### src/rtl/mem_stage_pkg.sv
// Shared widths, op codes, FSM encoding and alignment payload for the MEM stage.
package mem_stage_pkg;

  localparam int unsigned REG_W      = 32;
  localparam int unsigned REG_ADDR_W = 5;
  localparam int unsigned ALUOP_W    = 8;
  localparam int unsigned SEL_W      = 4;

  localparam logic [REG_ADDR_W-1:0] NOP_REG_ADDR = 5'b00000;

  localparam logic [ALUOP_W-1:0] EXE_LB_OP  = 8'b1110_0000;
  localparam logic [ALUOP_W-1:0] EXE_LBU_OP = 8'b1110_0100;
  localparam logic [ALUOP_W-1:0] EXE_LH_OP  = 8'b1110_0001;
  localparam logic [ALUOP_W-1:0] EXE_LHU_OP = 8'b1110_0101;
  localparam logic [ALUOP_W-1:0] EXE_LW_OP  = 8'b1110_0011;
  localparam logic [ALUOP_W-1:0] EXE_SB_OP  = 8'b1110_1000;
  localparam logic [ALUOP_W-1:0] EXE_SH_OP  = 8'b1110_1001;
  localparam logic [ALUOP_W-1:0] EXE_SW_OP  = 8'b1110_1011;

  typedef enum logic [1:0] {
    ST_IDLE = 2'b00,
    ST_WAIT = 2'b01,
    ST_DONE = 2'b10
  } state_e;

  typedef struct packed {
    logic [SEL_W-1:0] sel;
    logic [REG_W-1:0] wdata;
    logic [REG_W-1:0] ldata;
  } align_t;

  function automatic logic is_load(input logic [ALUOP_W-1:0] op);
    return op inside {EXE_LB_OP, EXE_LBU_OP, EXE_LH_OP, EXE_LHU_OP, EXE_LW_OP};
  endfunction

  function automatic logic is_store(input logic [ALUOP_W-1:0] op);
    return op inside {EXE_SB_OP, EXE_SH_OP, EXE_SW_OP};
  endfunction

  // Half accesses need addr[0]=0, word accesses need addr[1:0]=0.
  function automatic logic is_misaligned(input logic [ALUOP_W-1:0] op, input logic [1:0] lo);
    if (op inside {EXE_LH_OP, EXE_LHU_OP, EXE_SH_OP}) return lo[0];
    if (op inside {EXE_LW_OP, EXE_SW_OP})             return |lo;
    return 1'b0;
  endfunction

endpackage

### src/rtl/mem_stage_if.sv
// Data-bus req/ack interface between the MEM stage and the memory side.
interface mem_stage_if;
  import mem_stage_pkg::*;

  logic             req;
  logic             we;
  logic [REG_W-1:0] addr;
  logic [SEL_W-1:0] sel;
  logic [REG_W-1:0] wdata;
  logic             ack;
  logic [REG_W-1:0] rdata;

  modport master (output req, we, addr, sel, wdata, input  ack, rdata);
  modport slave  (input  req, we, addr, sel, wdata, output ack, rdata);
endinterface

### src/rtl/mem_align.sv
// Combinational byte-lane select, store replication and load extraction/extension.
module mem_align
  import mem_stage_pkg::*;
(
  input  logic [ALUOP_W-1:0] i_aluop,
  input  logic [1:0]         i_addr_lo,
  input  logic [REG_W-1:0]   i_reg2,
  input  logic [REG_W-1:0]   i_rdata,
  output align_t             o_align
);

  logic [7:0]  w_byte;
  logic [15:0] w_half;

  // Big-endian lanes: address offset 0 is the most significant byte.
  always_comb begin
    w_byte = i_rdata[31:24];
    case (i_addr_lo)
      2'b00: w_byte = i_rdata[31:24];
      2'b01: w_byte = i_rdata[23:16];
      2'b10: w_byte = i_rdata[15:8];
      2'b11: w_byte = i_rdata[7:0];
    endcase
    w_half = i_addr_lo[1] ? i_rdata[15:0] : i_rdata[31:16];
  end

  always_comb begin
    o_align = '0;
    case (i_aluop)
      EXE_LB_OP: begin
        o_align.sel   = 4'b1000 >> i_addr_lo;
        o_align.ldata = {{24{w_byte[7]}}, w_byte};
      end
      EXE_LBU_OP: begin
        o_align.sel   = 4'b1000 >> i_addr_lo;
        o_align.ldata = {24'b0, w_byte};
      end
      EXE_LH_OP: begin
        o_align.sel   = i_addr_lo[1] ? 4'b0011 : 4'b1100;
        o_align.ldata = {{16{w_half[15]}}, w_half};
      end
      EXE_LHU_OP: begin
        o_align.sel   = i_addr_lo[1] ? 4'b0011 : 4'b1100;
        o_align.ldata = {16'b0, w_half};
      end
      EXE_LW_OP: begin
        o_align.sel   = 4'b1111;
        o_align.ldata = i_rdata;
      end
      EXE_SB_OP: begin
        o_align.sel   = 4'b1000 >> i_addr_lo;
        o_align.wdata = {4{i_reg2[7:0]}};
      end
      EXE_SH_OP: begin
        o_align.sel   = i_addr_lo[1] ? 4'b0011 : 4'b1100;
        o_align.wdata = {2{i_reg2[15:0]}};
      end
      EXE_SW_OP: begin
        o_align.sel   = 4'b1111;
        o_align.wdata = i_reg2;
      end
      default: ;
    endcase
  end

endmodule

### src/rtl/mem_stage.sv
// MIPS32 MEM stage: drives the data bus via req/ack, stalls until ack, formats load data for MEM/WB.
module mem_stage
  import mem_stage_pkg::*;
(
  input  logic                  clk,
  input  logic                  rst,
  input  logic [REG_ADDR_W-1:0] wd_i,
  input  logic                  wreg_i,
  input  logic [REG_W-1:0]      wdata_i,
  input  logic                  whilo_i,
  input  logic [REG_W-1:0]      hi_i,
  input  logic [REG_W-1:0]      lo_i,
  input  logic [ALUOP_W-1:0]    aluop_i,
  input  logic [REG_W-1:0]      mem_addr_i,
  input  logic [REG_W-1:0]      reg2_i,
  mem_stage_if.master           dbus,
  output logic                  stall_req_o,
  output logic [REG_ADDR_W-1:0] wd_o,
  output logic                  wreg_o,
  output logic [REG_W-1:0]      wdata_o,
  output logic                  whilo_o,
  output logic [REG_W-1:0]      hi_o,
  output logic [REG_W-1:0]      lo_o,
  output logic                  addr_err_o
);

  state_e           r_state;
  state_e           w_next_state;
  logic [REG_W-1:0] r_rdata_q;
  logic             w_latch;
  logic             w_is_load;
  logic             w_is_store;
  logic             w_misaligned;
  align_t           w_align;

  assign w_is_load    = is_load(aluop_i);
  assign w_is_store   = is_store(aluop_i);
  assign w_misaligned = is_misaligned(aluop_i, mem_addr_i[1:0]);

  mem_align u_align (
    .i_aluop   (aluop_i),
    .i_addr_lo (mem_addr_i[1:0]),
    .i_reg2    (reg2_i),
    .i_rdata   (r_rdata_q),
    .o_align   (w_align)
  );

  always_ff @(posedge clk) begin
    if (rst) begin
      r_state   <= ST_IDLE;
      r_rdata_q <= '0;
    end else begin
      r_state <= w_next_state;
      if (w_latch) r_rdata_q <= dbus.rdata;
    end
  end

  // Next state and all outputs; reset forces every output low regardless of state.
  always_comb begin
    w_next_state = r_state;
    w_latch      = 1'b0;
    dbus.req     = 1'b0;
    dbus.we      = 1'b0;
    dbus.addr    = '0;
    dbus.sel     = '0;
    dbus.wdata   = '0;
    stall_req_o  = 1'b0;
    addr_err_o   = 1'b0;
    wd_o         = wd_i;
    wreg_o       = wreg_i;
    wdata_o      = wdata_i;
    whilo_o      = whilo_i;
    hi_o         = hi_i;
    lo_o         = lo_i;

    case (r_state)
      ST_IDLE: begin
        if (w_is_load || w_is_store) begin
          wreg_o = 1'b0;
          if (w_misaligned) begin
            addr_err_o = 1'b1;
          end else begin
            dbus.req    = 1'b1;
            stall_req_o = 1'b1;
            if (dbus.ack) begin
              w_latch      = 1'b1;
              w_next_state = ST_DONE;
            end else begin
              w_next_state = ST_WAIT;
            end
          end
        end
      end
      ST_WAIT: begin
        wreg_o      = 1'b0;
        dbus.req    = 1'b1;
        stall_req_o = 1'b1;
        if (dbus.ack) begin
          w_latch      = 1'b1;
          w_next_state = ST_DONE;
        end
      end
      ST_DONE: begin
        w_next_state = ST_IDLE;
        if (w_is_load) begin
          wdata_o = w_align.ldata;
        end else if (w_is_store) begin
          wreg_o = 1'b0;
        end
      end
      default: w_next_state = ST_IDLE;
    endcase

    // Request fields are only meaningful while req is high.
    if (dbus.req) begin
      dbus.we    = w_is_store;
      dbus.addr  = {mem_addr_i[REG_W-1:2], 2'b00};
      dbus.sel   = w_align.sel;
      dbus.wdata = w_is_store ? w_align.wdata : '0;
    end

    if (rst) begin
      w_latch     = 1'b0;
      dbus.req    = 1'b0;
      dbus.we     = 1'b0;
      dbus.addr   = '0;
      dbus.sel    = '0;
      dbus.wdata  = '0;
      stall_req_o = 1'b0;
      addr_err_o  = 1'b0;
      wd_o        = NOP_REG_ADDR;
      wreg_o      = 1'b0;
      wdata_o     = '0;
      whilo_o     = 1'b0;
      hi_o        = '0;
      lo_o        = '0;
    end
  end

endmodule
### src/flat_wrapper.sv
// flat-port wrapper written by rule: the top's interface ports become plain ports
module mem_stage_flat import mem_stage_pkg::*;
  (clk, rst, wd_i, wreg_i, wdata_i, whilo_i, hi_i, lo_i, aluop_i, mem_addr_i, reg2_i, stall_req_o, wd_o, wreg_o, wdata_o, whilo_o, hi_o, lo_o, addr_err_o, dbus_req, dbus_we, dbus_addr, dbus_sel, dbus_wdata, dbus_ack, dbus_rdata);
  mem_stage_if dbus_i ();
  input  logic clk;
  input  logic rst;
  input  logic [REG_ADDR_W-1:0] wd_i;
  input  logic wreg_i;
  input  logic [REG_W-1:0] wdata_i;
  input  logic whilo_i;
  input  logic [REG_W-1:0] hi_i;
  input  logic [REG_W-1:0] lo_i;
  input  logic [ALUOP_W-1:0] aluop_i;
  input  logic [REG_W-1:0] mem_addr_i;
  input  logic [REG_W-1:0] reg2_i;
  output logic stall_req_o;
  output logic [REG_ADDR_W-1:0] wd_o;
  output logic wreg_o;
  output logic [REG_W-1:0] wdata_o;
  output logic whilo_o;
  output logic [REG_W-1:0] hi_o;
  output logic [REG_W-1:0] lo_o;
  output logic addr_err_o;
  output wire logic [$bits(dbus_i.req)-1:0] dbus_req;
  output wire logic [$bits(dbus_i.we)-1:0] dbus_we;
  output wire logic [$bits(dbus_i.addr)-1:0] dbus_addr;
  output wire logic [$bits(dbus_i.sel)-1:0] dbus_sel;
  output wire logic [$bits(dbus_i.wdata)-1:0] dbus_wdata;
  input wire logic [$bits(dbus_i.ack)-1:0] dbus_ack;
  input wire logic [$bits(dbus_i.rdata)-1:0] dbus_rdata;
  assign dbus_req = dbus_i.req;
  assign dbus_we = dbus_i.we;
  assign dbus_addr = dbus_i.addr;
  assign dbus_sel = dbus_i.sel;
  assign dbus_wdata = dbus_i.wdata;
  assign dbus_i.ack = dbus_ack;
  assign dbus_i.rdata = dbus_rdata;
  mem_stage u_core (.clk(clk), .rst(rst), .wd_i(wd_i), .wreg_i(wreg_i), .wdata_i(wdata_i), .whilo_i(whilo_i), .hi_i(hi_i), .lo_i(lo_i), .aluop_i(aluop_i), .mem_addr_i(mem_addr_i), .reg2_i(reg2_i), .dbus(dbus_i), .stall_req_o(stall_req_o), .wd_o(wd_o), .wreg_o(wreg_o), .wdata_o(wdata_o), .whilo_o(whilo_o), .hi_o(hi_o), .lo_o(lo_o), .addr_err_o(addr_err_o));
endmodule
### config.mk
export PLATFORM = sky130hd
export DESIGN_NAME = mem_stage_flat
export DESIGN_NICKNAME = d
export VERILOG_FILES = /design/src/rtl/mem_stage_pkg.sv /design/src/rtl/mem_stage_if.sv /design/src/rtl/mem_align.sv /design/src/rtl/mem_stage.sv /design/src/flat_wrapper.sv
export SDC_FILE = /design/constraint.sdc
export NUM_CORES = 1
export LEC_CHECK = 0
export CORE_AREA = 3 3 149 151
export CTS_BUF_LIST = sky130_fd_sc_hd__clkbuf_8
export CTS_CLUSTER_DIAMETER = 50
export DETAILED_ROUTE_END_ITERATION = 16
export DIE_AREA = 0 0 152 154
export PLACE_DENSITY = 0.67
export SETUP_SLACK_MARGIN = 0.02
export SYNTH_ARGS = -nofsm -noshare
export SYNTH_HDL_FRONTEND = slang
export SYNTH_HIERARCHICAL = 1
export SYNTH_SLANG_ARGS = --single-unit
### constraint.sdc
create_clock -name clk -period 8.9 [get_ports clk]
set_input_delay 2.67 -clock clk [delete_from_list [all_inputs] [get_ports clk]]
set_output_delay 2.67 -clock clk [all_outputs]
set_load 0.03 [all_outputs]
==> results of run 1 <==
==> power groups by stage <==
stage	clock network (mW)	logic (mW)	registers [mW]
after floorplan	0	0.119	0.158
after global placement	0	0.277	0.158
after detailed placement	0	0.278	0.158
after CTS	0.175	0.280	0.155
after global routing	0.180	0.295	0.155
final	0.171	0.277	0.155
==> cells in the mapped netlist (4+ instances only) <==
cell type  instances  area share
nand2b_1          11       0.016
mux2_2            29       0.076
buf_2             12       0.014
nand2_1           21       0.018
mux2i_1           34       0.080
a21o_1            18       0.032
nor2_1            58       0.051
dfxtp_1           34        0.16
inv_1              6      0.0053
a22oi_1            8       0.014
nor2b_1          107        0.16
a21oi_1           31       0.036
nor3_1             6      0.0070
and2_1             9       0.013
buf_6              8       0.021
nor3b_1           32       0.056
and3_1            35       0.051
clkbuf_1          32       0.028
mux2_1             4       0.011
a221o_1           15       0.035
==> final timing paths <==
path,from,endpoint,slack (ns),cells past startpoint
worst min-delay path,u_core/r_rdata_q[7],u_core/r_rdata_q[7],0.63,2
worst min register to register,u_core/r_rdata_q[7],u_core/r_rdata_q[7],0.63,2
worst max-delay path,aluop_i[6],wdata_o[14],0.67,8
worst max register to register,u_core/r_state[1],u_core/r_rdata_q[26],6.92,6
==> metal layers <==
metal | up-vias | global-route usage | part of all wire
li1 | 2636 | - | -
met4 | 0 | 0.03382 | 0.011
met3 | 11 | 0.02815 | 0.060
met1 | 2435 | 0.2005 | 0.45
met5 | - | 0 | 0
met2 | 234 | 0.2661 | 0.48
==> worst max-delay path: stages <==
cell             delay, ns
clkdlybuf4s50_1       0.51
nand4b_2              0.14
or4_1                 0.53
a2111oi_4             0.63
a221o_1               0.23
mux2i_1               0.08
nor2_1                0.09
clkdlybuf4s50_1       0.68
==> layout make-up <==
type	count	area share
clock inverter	3	0.008189
inverter	7	0.003127
multi-input combinational	455	0.3919
timing repair buffer	402	0.4666
sequential	34	0.08100
clock buffer	5	0.008189
tap	275	0.04095
==> sequential cells by signal, summed over array words and instances, names as in the netlist <==
name / count
u_core/r_state: 2
u_core/r_rdata_q: 32
==> layout by cell type, fill, tap and decap left out, drive strengths merged, types with 2 or more instances in the layout <==
cell           Yosys  layout
conb               1       2
nor2b            107     107
mux2              33      33
bufinv             0       2
nor3b             32      32
nor2              58      58
nand4b             2       2
o21ai              2       2
and3              35      35
nand2             21      21
a21o              18      18
inv                6       6
nor4b              2       2
a221o             15      15
mux4               6       6
mux2i             34      34
clkbuf            32       5
dfxtp             34      34
a21oi             32      32
and2               9       9
nor3               7       7
a2111oi            4       4
clkdlybuf4s50      0     331
clkinv             1       2
nand2b            11      11
a22oi              8       8
buf               24      71
==> stage by stage <==
| stage | cells | power [mW] |
|---|---|---|
| CTS | 1181 | 0.6098 |
| global placement | 1173 | 0.4352 |
| detailed placement | 1173 | 0.4368 |
| finish | 1181 | 0.6033 |
| floorplan | 552 | 0.2764 |
| global route | 1181 | 0.6302 |
==> cells by family after synthesis <==
logic type	synth area share
compound gates	0.1661
buf+inv	0.07557
flops	0.1593
mux	0.2009
other cells	0.0008779
simple gates	0.3972
==> metrics.md, run 1 <==
| Metric | Value |
|---|---|
| Run status | finished clean |
| Pleak | around 3.4 nW |
| Final WL | 19.75 mm |
| Post-route DRC violation count | 0 |
| End-of-flow core utilization | 0.4010 |
| Area of the mapped netlist | between 4000 and 5000 um^2 |
| IR Drop Worst-Case VDD | about 0.063 mV |
| Sw Pwr | 0.1881 mW |
| Least-Margin Pin Slew | 0.8199 ns |
| Yosys synthesis warning count | 6 |
| Worst Path Arrival | 5.56 ns |
| Synth Instances | 551 |
| Number of vias per cell after detailed routing | 4.501 |
| Post-Route Hold Slack | 0.6348 ns |
| Critical Path RT | 6.23 ns |
| Combinational share of power | 0.460 |
| Count of vias placed by the detailed router | roughly 5300 |
| Final setup violation count | 0 |
| Max Clock Skew | ~0.010 ns |
| Die area | roughly 23000 um^2 |
| Global placement routability congestion | 0.8674 |
| Power share of the sequential group | 0.257 |
| Area after detailed placement | roughly 8300 um^2 |
| Type of the worst setup path | in -> out |
| Layout cells sized above 1 | 0.1358 |
| Number of inserted diodes | 0 |
| Number of iterations in the first detailed-routing pass | 6 |
| Design area | 8403 um^2 |
| Initial antenna violation count | 0 |
| Tcrit/Tclk final | 0.9246 |
| Number of buffers inserted by hold repair at cts | 0 |
| Cell-internal power | roughly 0.42 mW |
| Pre-CTS setup slack | approximately 0.7 ns |
| Synthesized area divided by synthesized cell count | 7.752 um^2 |
| Final Max Slew Viols | 0 |
| Dominant synthesized flop cell | dfxtp_1 |
| Storage element area | 680.7 um^2 |
| Buffer cell driving the clock tree root | clkbuf_8 |
| Startpoint type of the worst setup path | input pin |
| Maximum clock rate | 0.1215 GHz |
| Number of enable-type register cells in the synthesized netlist | 0 |
| Fillers | 2170 |
| Die height | 154 um |
| Sequential fraction of the synthesis area | 0.1593 |
| Starting utilization of the core area | 0.2038 |
| Clock latency of the later-clocked register in the worst-skew pair | 0.29 ns |
| Postcts setup bufs | 0 |
| Number of levels in the clock H-tree | 2 |
| Number of gates given a new drive strength after cts | 0 |
| Number of nets still failing antenna checks after routing | 0 |
| Max_slew headroom | 0.4393 |
| Part of the total power dissipated in the clock network | 0.284 |
| Type of the worst min-delay path | reg -> reg |
| Number of clock sinks | 34 |
| Wire length of the first global-routing pass | 29.73 mm |
| Maximum net fanout on the critical path | 8 |
| Count of maximum capacitance violations | 0 |
| Share of flip-flops with an asynchronous set or reset after synthesis | 0 |
| Capturing element type of the critical path | output pin |
| Setup slack after layout | 0.6714 ns |
| Total power density per cell area | 71.79 nW/um^2 |
| Total clock buffers created by CTS | 5 |
| Pin count of the biggest net entering global routing | 84 |
| Setup repair after global routing missed its margin | no |
| HPWL Detailed | 15.90 mm |
| Number of rows created at floorplan | 53 |
| I/O pin count | 385 |
| Reg clk slew, reported paths | approximately 0.070 ns |
| Flop and latch count out of synthesis | 34 |
| Area grow syn2layout | 96.72% |
| Mean routed wirelength per cell | 16.72 um |
| CTS tree | built |
| Number of global-route vias before repair | 5345 |
| Switch share | 0.3118 |
| DIE WIDTH | 152 um |
| Core Region | ~21000 um^2 |
| Number of buffers between clock root and the deepest sink | 2 |
| Count of buffers from port buffering | 382 |
| Global-route congestion overflow total | 0 |
| Count of different cell masters after synthesis | 51 |
| Final hold vios | 0 |
| Combined area of the multi-input logic cells | 3293 um^2 |
| Number of DRC violations after detailed-routing iteration 0 | 224 |
| Total Negative Setup Slacks | 0 ns |
| Tot GR Track Use | 0.1540 |
| Final-stage net count | 1115 |
| Shortest clock period the worst path allows after layout | 8.229 ns |
Note: power is estimated with default switching activity, not from simulation.
==> run 2: changes to the inputs <==
Settings changed: CORE_AREA 3 3 149 151 to 3 3 150 152, DIE_AREA 0 0 152 154 to 0 0 153 155, PLACE_DENSITY 0.67 to 0.66, SYNTH_HIERARCHICAL 1 to not set.
==> run 2 against run 1 <==
Sequential power barely moved. Die area rose by 1.3%. Synthesized cell count fell by 4.2%. Area after synthesis fell by 6.1%. Register-to-register slack improved by 0.36 ns. Critical path type unchanged. Highest routed layer is now met5. Clock-buffer cell count rose by 1. Clock power fell by 30%. Final area fell by 1.7%. Fmax fell by 1.5%. Flip-flop and latch count did not move. Via count fell by 4.1%. Sequential share of layout area rose by 0.14 points.
==> metrics.md, run 2 <==
| Metric | Value |
|---|---|
| Layout cells sized above 1 | 0.1071 (-0.02866) |
| Number of DRC violations after detailed-routing iteration 0 | 373 (+67%) |
| End-of-flow core utilization | 0.3903 (-0.01069) |
| Final-stage net count | 1096 (-1.7%) |
| Top library cells by usage in the layout, fill and taps aside | clkdlybuf4s50_1 (359), nor2b_1 (105), nor2_1 (56) |
| Share of flip-flops with an asynchronous set or reset after synthesis | 0 (unchanged) |
| Leading cell type by number of instances after synthesis | nor2b_1 |
| Worst Setup SP | aluop_i[1] |
| Length of routed met2 wiring | 10.27 mm (+8.6%) |
| Final Max Slew Viols | 0 (unchanged) |
| Postcts setup bufs | 0 (unchanged) |
| Number of inserted diodes | 0 (unchanged) |
| Area of the mapped netlist | 4013 um^2 (-6.1%) |
| Register ranked first by flip-flop count | u_core.r_rdata_q |
| Pin count of the biggest net entering global routing | 58 (-31%) |
| Crit path top cell by count | clkdlybuf4s50_1 |
| Wire length of the first global-routing pass | 31.15 mm (+4.8%) |
| Slowest stage cell on the critical path | clkdlybuf4s50_1 |
| Critical path depth in cells | 6 (-2) |
| Number of buffers between clock root and the deepest sink | 2 (unchanged) |
| Largest cells by area after synthesis | dfxtp_1 (17%), nor2b_1 (16%), mux2_4 (11%) |
| Maximum clock rate | 0.1197 GHz (-1.5%) |
| Synth Instances | 528 (-4.2%) |
| Highest layer used for signal routing | met5 |
| Largest registers in the final layout | u_core.r_rdata_q (32), u_core.r_state (2) |
| Dominant cell type by area after synthesis | dfxtp_1 |
| Number of enable-type register cells in the synthesized netlist | 0 (unchanged) |
| Initial antenna violation count | 5 (+5) |
| Design area | 8257 um^2 (-1.7%) |
| Count of maximum capacitance violations | 0 (unchanged) |
| Number of nets still failing antenna checks after routing | 0 (unchanged) |
| Number of buffers inserted by hold repair at cts | 0 (unchanged) |
| Worst Path Arrival | 5.69 ns (+0.13 ns) |
| Die area | 23720 um^2 (+1.3%) |
| Buffer cell driving the clock tree root | clkbuf_8 |
| I/O pin count | 385 (unchanged) |
| Sequential fraction of the synthesis area | 0.1696 (+0.01029) |
| Starting utilization of the core area | 0.1897 (-0.01416) |
| Number of vias per cell after detailed routing | 4.389 (-2.5%) |
| Top cells by instance count after synthesis | nor2b_1 (105), nor2_1 (56), and2_1 (55), nand2_1 (41), dfxtp_1 (34) |
| Area grow syn2layout | 105.8% |
| Post-route DRC violation count | 0 (unchanged) |
| Maximum net fanout on the critical path | 13 (+5) |
| Count of vias placed by the detailed router | 5100 (-4.1%) |
| Total design power | 0.5563 mW (-7.8%) |
| Number of levels in the clock H-tree | 2 (unchanged) |
| Dominant synthesized flop cell | dfxtp_1 |
| Flop and latch count out of synthesis | 34 (unchanged) |
| CTS tree | built |
| Type of the worst min-delay path | reg -> reg |
| Number of global-route vias before repair | 4943 (-7.5%) |
| Worst reg-to-reg path cell count | 4 (-2) |
| Pleak | 3.018 nW (-10%) |
| Type of the worst setup path | in -> out |
| Number of rows created at floorplan | 53 (unchanged) |
| Die height | 155 um (+0.65%) |
| Synthesized area divided by synthesized cell count | 7.600 um^2 (-2.0%) |
| Critical Path RT | 6.23 ns (about the same) |
| Internal reg-to-reg setup slack | 7.28 ns (+0.36 ns) |
| Delay contributed by the slowest stage of the critical path | 0.79 ns (+0.11 ns) |
| Tot GR Track Use | 0.1655 (+0.01148) |
| Category of cells accounting for the largest share of critical-path delay | buffers and inverters |
| Final setup violation count | 0 (unchanged) |
| Count of different cell masters after synthesis | 43 (-16%) |
| Number of iterations in the first detailed-routing pass | 4 (-2) |
| Global-route congestion overflow total | 0 (unchanged) |
| Shortest clock period the worst path allows after layout | 8.355 ns (+0.1265 ns) |
| Number of clock sinks | 34 (unchanged) |
| Worst setup path endpoint | wdata_o[29] |
| Final WL | 21.50 mm (+8.8%) |
| Total Negative Setup Slacks | 0 ns (unchanged) |
| Startpoint type of the worst setup path | input pin |
| Cells along the critical path | clkdlybuf4s50_1 > inv_1 > nor4_4 > nand2_1 > a211oi_1 > clkdlybuf4s50_1 |
| Worst Path Buf+Inv | 3 (+1) |
| Worst min-delay path startpoint | u_core.r_rdata_q[8] |
| Setup repair after global routing missed its margin | no |
| Max Clock Skew | 0.006352 ns (-0.003977 ns) |
| Reg clk slew, reported paths | 0.07 ns (about the same) |
| Max_slew headroom | 0.4975 (+0.05825) |
| Area after detailed placement | 8162 um^2 (-1.3%) |
| Global placement routability congestion | 0.8610 (-0.74%) |
| Flip-flop count of the largest register after layout | 32 (unchanged) |
| Total clock buffers created by CTS | 5 (unchanged) |
| Mean routed wirelength per cell | 18.50 um (+11%) |
| Leading cell type in the layout, fill and taps excluded | clkdlybuf4s50_1 |
| Clock latency of the later-clocked register in the worst-skew pair | 0.29 ns (about the same) |
| Capturing element type of the critical path | output pin |
| DIE WIDTH | 153 um (+0.66%) |
| Total met3 wirelength after detailed routing | 1.491 mm (+26%) |
| Tcrit/Tclk final | 0.9388 (+0.01421) |
| Yosys synthesis warning count | 0 (-6) |
| Fraction of post-synthesis cell area in the top cell type by area | 0.1696 (+0.01029) |
| Number of gates given a new drive strength after cts | 0 (unchanged) |
| IR Drop Worst-Case VDD | 0.04512 mV (-29%) |
| Run status | finished clean |
| Count of buffers from port buffering | 382 (unchanged) |
| Routed metal-1 wirelength | 9.336 mm (+4.9%) |
| Total power density per cell area | 67.38 nW/um^2 (-6.1%) |
| HPWL Detailed | 17.48 mm (+9.9%) |
| Final hold vios | 0 (unchanged) |
| Least-Margin Pin Slew | 0.7537 ns (-0.06617 ns) |
| Launch instance of the worst register-to-register path | u_core.r_state[1] |
| Core Region | 21150 um^2 (+0.95%) |
| Crit Reg-Reg Endpoint | u_core.r_rdata_q[20] |
## run 2: cell types whose count changed after synthesis, sizes merged, moves of 15 or more
cell	before	now
and2	9	55
and3	35	0
mux2i	34	1
nor3b	32	0
a211oi	1	26
nand2	21	41
o21ai	2	19
a21boi	0	16
a21o	18	2
a221o	15	0
## run 2: cells by family after synthesis
family | Yosys count | share of synthesized area
AND/OR/NAND/NOR | 279 | 0.3813
flip-flops | 34 | 0.1696
buffers and inverters | 53 | 0.06236
other | 1 | 0.0009346
multiplexers | 42 | 0.1671
AO/OA/AOI/OAI | 119 | 0.2186
## run 2: stage by stage
stage | setup slack, ns | instances | hold slack [ns]
6_report | 0.5449 | 1162 | 0.6492
5_1_grt | 0.3200 | 1162 | 0.7005
4_1_cts | 0.5269 | 1162 | 0.6526
3_5_place_dp | 0.5312 | 1154 | 0.6338
3_3_place_gp | 0.5833 | 1154 | 0.6227
2_1_floorplan | 1.099 | 529 | 0.5862
## run 2: layout make-up
class / instances / area, um^2
fillers: 2139 / 12900
repair buffers: 397 / 4029
multi-input cells: 442 / 3085
flip-flops and latches: 34 / 680.7
well taps: 275 / 344.1
clock buffers: 6 / 82.58
inverters: 6 / 22.52
clock inverters: 2 / 12.51
## run 2: worst min path at each step
stage,end,slack (ns),cells past startpoint
after floorplan,u_core.r_rdata_q[0],0.59,2
after global placement,u_core.r_rdata_q[8],0.62,2
after detailed placement,u_core.r_rdata_q[4],0.63,2
after CTS,u_core.r_rdata_q[8],0.65,2
after global routing,u_core.r_rdata_q[10],0.70,2
final,u_core.r_rdata_q[8],0.65,2
## run 2: layer usage
metal | vias to the layer above | track usage
met4 | 10 | 0.02927
met2 | 218 | 0.2723
li1 | 2512 | -
met3 | 28 | 0.04367
met5 | - | 0
met1 | 2332 | 0.2217
## run 2: power breakdown
part / switching, mW / total (mW) / internal [mW]
logic: 0.127 / 0.281 / 0.154
registers: 0.00131 / 0.154 / 0.153
clock network: 0.0582 / 0.120 / 0.0622
total: 0.187 / 0.556 / 0.369
## run 2: worst register-to-register path: cells and delay by family, from the launching register on
| kind | cells | cell delay (ns) |
|---|---|---|
| compound gates | 1 | 0.11 |
| buf+inv | 1 | 0.51 |
| flops | 1 | 0.35 |
| mux | 1 | 0.43 |
| simple gates | 1 | 0.11 |
==> run 3: changes to the inputs <==
Settings changed: MAX_ROUTING_LAYER set to met4.
==> run 3 against run 2 <==
Largest power group unchanged. First-iteration DRC count decreased by 19%. Largest cell class unchanged. Sequential share of layout area about the same. Clock skew is 0.0014 ns lower.
==> metrics.md, run 3 (same netlist as run 2, synthesis figures left out) <==
| Metric | Value |
|---|---|
| Number of rows created at floorplan | 53 (unchanged) |
| Mean routed wirelength per cell | 18.39 um (-0.62%) |
| Global placement routability congestion | 0.8749 (+1.6%) |
| Number of nets still failing antenna checks after routing | 0 (unchanged) |
| Number of global-route vias before repair | 4959 (+0.32%) |
| Die height | 155 um (unchanged) |
| Setup repair after global routing missed its margin | no |
| Layout cells sized above 1 | 0.1071 (unchanged) |
| Number of DRC violations after detailed-routing iteration 0 | 302 (-19%) |
| Post-route DRC violation count | 0 (unchanged) |
| Top library cells by usage in the layout, fill and taps aside | clkdlybuf4s50_1 (359), nor2b_1 (105), nor2_1 (56) |
| Register ranked first by flip-flop count | u_core.r_rdata_q |
| Cells along the critical path | clkdlybuf4s50_1 > inv_1 > nor4_4 > nand2_1 > a211oi_1 > clkdlybuf4s50_1 |
| Flip-flop count of the largest register after layout | 32 (unchanged) |
| Leading cell type in the layout, fill and taps excluded | clkdlybuf4s50_1 |
| Category of cells accounting for the largest share of critical-path delay | buffers and inverters |
| Sw Pwr | 0.1870 mW (about the same) |
| Crit Reg-Reg Endpoint | u_core.r_rdata_q[20] |
| Postcts setup bufs | 0 (unchanged) |
| End-of-flow core utilization | 0.3909 (+0.0005910) |
| Final hold vios | 0 (unchanged) |
| Count of vias placed by the detailed router | 5061 (-0.76%) |
| Final Max Slew Viols | 0 (unchanged) |
| Cell-internal power | 0.3693 mW (about the same) |
| Number of buffers inserted by hold repair at cts | 0 (unchanged) |
| Number of gates given a new drive strength after cts | 0 (unchanged) |
| Min-Delay Path Depth | 2 (unchanged) |
| Global-route congestion overflow total | 0 (unchanged) |
| Maximum net fanout on the critical path | 13 (unchanged) |
| IR Drop Worst-Case VDD | 0.04473 mV (-0.87%) |
| Die area | 23720 um^2 (unchanged) |
| CTS tree | built |
| Number of iterations in the first detailed-routing pass | 4 (unchanged) |
| Wire length of the first global-routing pass | 31.11 mm (-0.15%) |
| HPWL Detailed | 17.48 mm (unchanged) |
| Starting utilization of the core area | 0.1897 (unchanged) |
| DIE WIDTH | 153 um (unchanged) |
| Tcrit/Tclk final | 0.9431 (+0.004327) |
| Reg clk slew, reported paths | 0.07 ns (about the same) |
| Internal reg-to-reg setup slack | 7.27 ns (about the same) |
| Total clock buffers created by CTS | 5 (unchanged) |
| Final setup violation count | 0 (unchanged) |
| Pin count of the biggest net entering global routing | 58 (unchanged) |
| Power share of the sequential group | 0.278 (about the same) |
| Part of the total power dissipated in the clock network | 0.216 (about the same) |
| Final WL | 21.46 mm (-0.19%) |
| Worst Path Buf+Inv | 3 (unchanged) |
| Area grow syn2layout | 106.1% |
| Number of levels in the clock H-tree | 2 (unchanged) |
| Clock latency of the later-clocked register in the worst-skew pair | 0.29 ns (about the same) |
| Maximum clock rate | 0.1191 GHz (-0.46%) |
| Type of the worst setup path | in -> out |
| Total power density per cell area | 67.27 nW/um^2 (-0.16%) |
| Final-stage net count | 1096 (unchanged) |
| Initial antenna violation count | 5 (unchanged) |
| Least-Margin Pin Slew | 0.7540 ns (+0.0003515 ns) |
| Number of buffers between clock root and the deepest sink | 2 (unchanged) |
| Shortest clock period the worst path allows after layout | 8.394 ns (+0.03851 ns) |
| Total Negative Setup Slacks | 0 ns (unchanged) |
| Capturing element type of the critical path | output pin |
| Switch share | 0.3361 (about the same) |
| Largest registers in the final layout | u_core.r_rdata_q (32), u_core.r_state (2) |
| Worst reg-to-reg path cell count | 4 (unchanged) |
| Tot GR Track Use | 0.1701 (+0.004632) |
| Startpoint type of the worst setup path | input pin |
| Number of clock sinks | 34 (unchanged) |
| Buffer cell driving the clock tree root | clkbuf_8 |
| Run status | finished clean |
| Launch instance of the worst register-to-register path | u_core.r_state[1] |
| Max Clock Skew | 0.004947 ns (-0.001405 ns) |
| Delay contributed by the slowest stage of the critical path | 0.81 ns (+0.02 ns) |
| Worst-case hold path end point | u_core.r_rdata_q[8] |
| Type of the worst min-delay path | reg -> reg |
| I/O pin count | 385 (unchanged) |
| Slowest stage cell on the critical path | clkdlybuf4s50_1 |
| Worst min-delay path startpoint | u_core.r_rdata_q[8] |
| Count of buffers from port buffering | 382 (unchanged) |
| Count of maximum capacitance violations | 0 (unchanged) |
| Fillers | 2142 (+0.14%) |
| Max_slew headroom | 0.4973 (about the same) |
| Number of vias per cell after detailed routing | 4.337 (-1.2%) |
| Core Region | 21150 um^2 (unchanged) |
| Crit path top cell by count | clkdlybuf4s50_1 |
| Critical Path RT | 6.23 ns (about the same) |
| Worst Path Arrival | 5.72 ns (+0.03 ns) |
| Combinational share of power | 0.506 (about the same) |
| Pleak | 3.018 nW (about the same) |
run 3: cell count changes in the layout (fill, tap and decap cells not counted):
cell,before,now
diode_2,0,5
run 3: final cells by class:
class,instances,area [um^2],share of cell area
Sequential cell,34,680.7,0.08231
Inverter,6,22.52,0.002724
Antenna cell,5,12.51,0.001513
Tap cell,275,344.1,0.04161
Clock inverter,2,12.51,0.001513
Multi-Input combinational cell,442,3085,0.3731
Clock buffer,6,82.58,0.009986
Timing Repair Buffer,397,4029,0.4872
run 3: worst max path at each step:
stage                             start     endpoint  slack, ns  cells after the start
after global placement       aluop_i[1]  wdata_o[24]       0.58                      6
after CTS                    aluop_i[1]  wdata_o[29]       0.53                      6
after detailed placement     aluop_i[1]  wdata_o[29]       0.53                      6
after global routing         aluop_i[1]  wdata_o[29]       0.33                      6
after floorplan           mem_addr_i[1]  dbus_sel[0]       1.10                      5
final                        aluop_i[1]  wdata_o[29]       0.51                      6
run 3: stage by stage:
step / cells / power, mW / area [um^2] / setup slack [ns] / hold WS [ns]
after global placement: 1154 / 0.4391 / 8162 / 0.5833 / 0.6227
after CTS: 1162 / 0.5614 / 8257 / 0.5269 / 0.6526
after global routing: 1167 / 0.5808 / 8269 / 0.3313 / 0.7004
final: 1167 / 0.5563 / 8269 / 0.5064 / 0.6522
after detailed placement: 1154 / 0.4395 / 8162 / 0.5312 / 0.6338
after floorplan: 529 / 0.2719 / 4016 / 1.099 / 0.5862
run 3: routing by layer:
layer	track usage	vias to the layer above	share of wire
li1	-	2529	-
met1	0.2195	2308	0.43
met2	0.2729	201	0.47
met3	0.04562	23	0.078
met4	0.02927	0	0.018
met5	-	-	0
run 3: worst min-delay path, delay by kind of cell, from the launching register on:
kind,cells,cell delay [ns]
muxes,1,0.14
DFF,1,0.34
and+or+nand+nor,1,0.14
run 3: power by group through the flow:
stage	clock network [mW]	registers [mW]	logic (mW)
3_5_place_dp	0	0.158	0.282
2_1_floorplan	0	0.157	0.115
6_report	0.120	0.154	0.282
3_3_place_gp	0	0.158	0.281
4_1_cts	0.124	0.154	0.283
5_1_grt	0.129	0.155	0.297
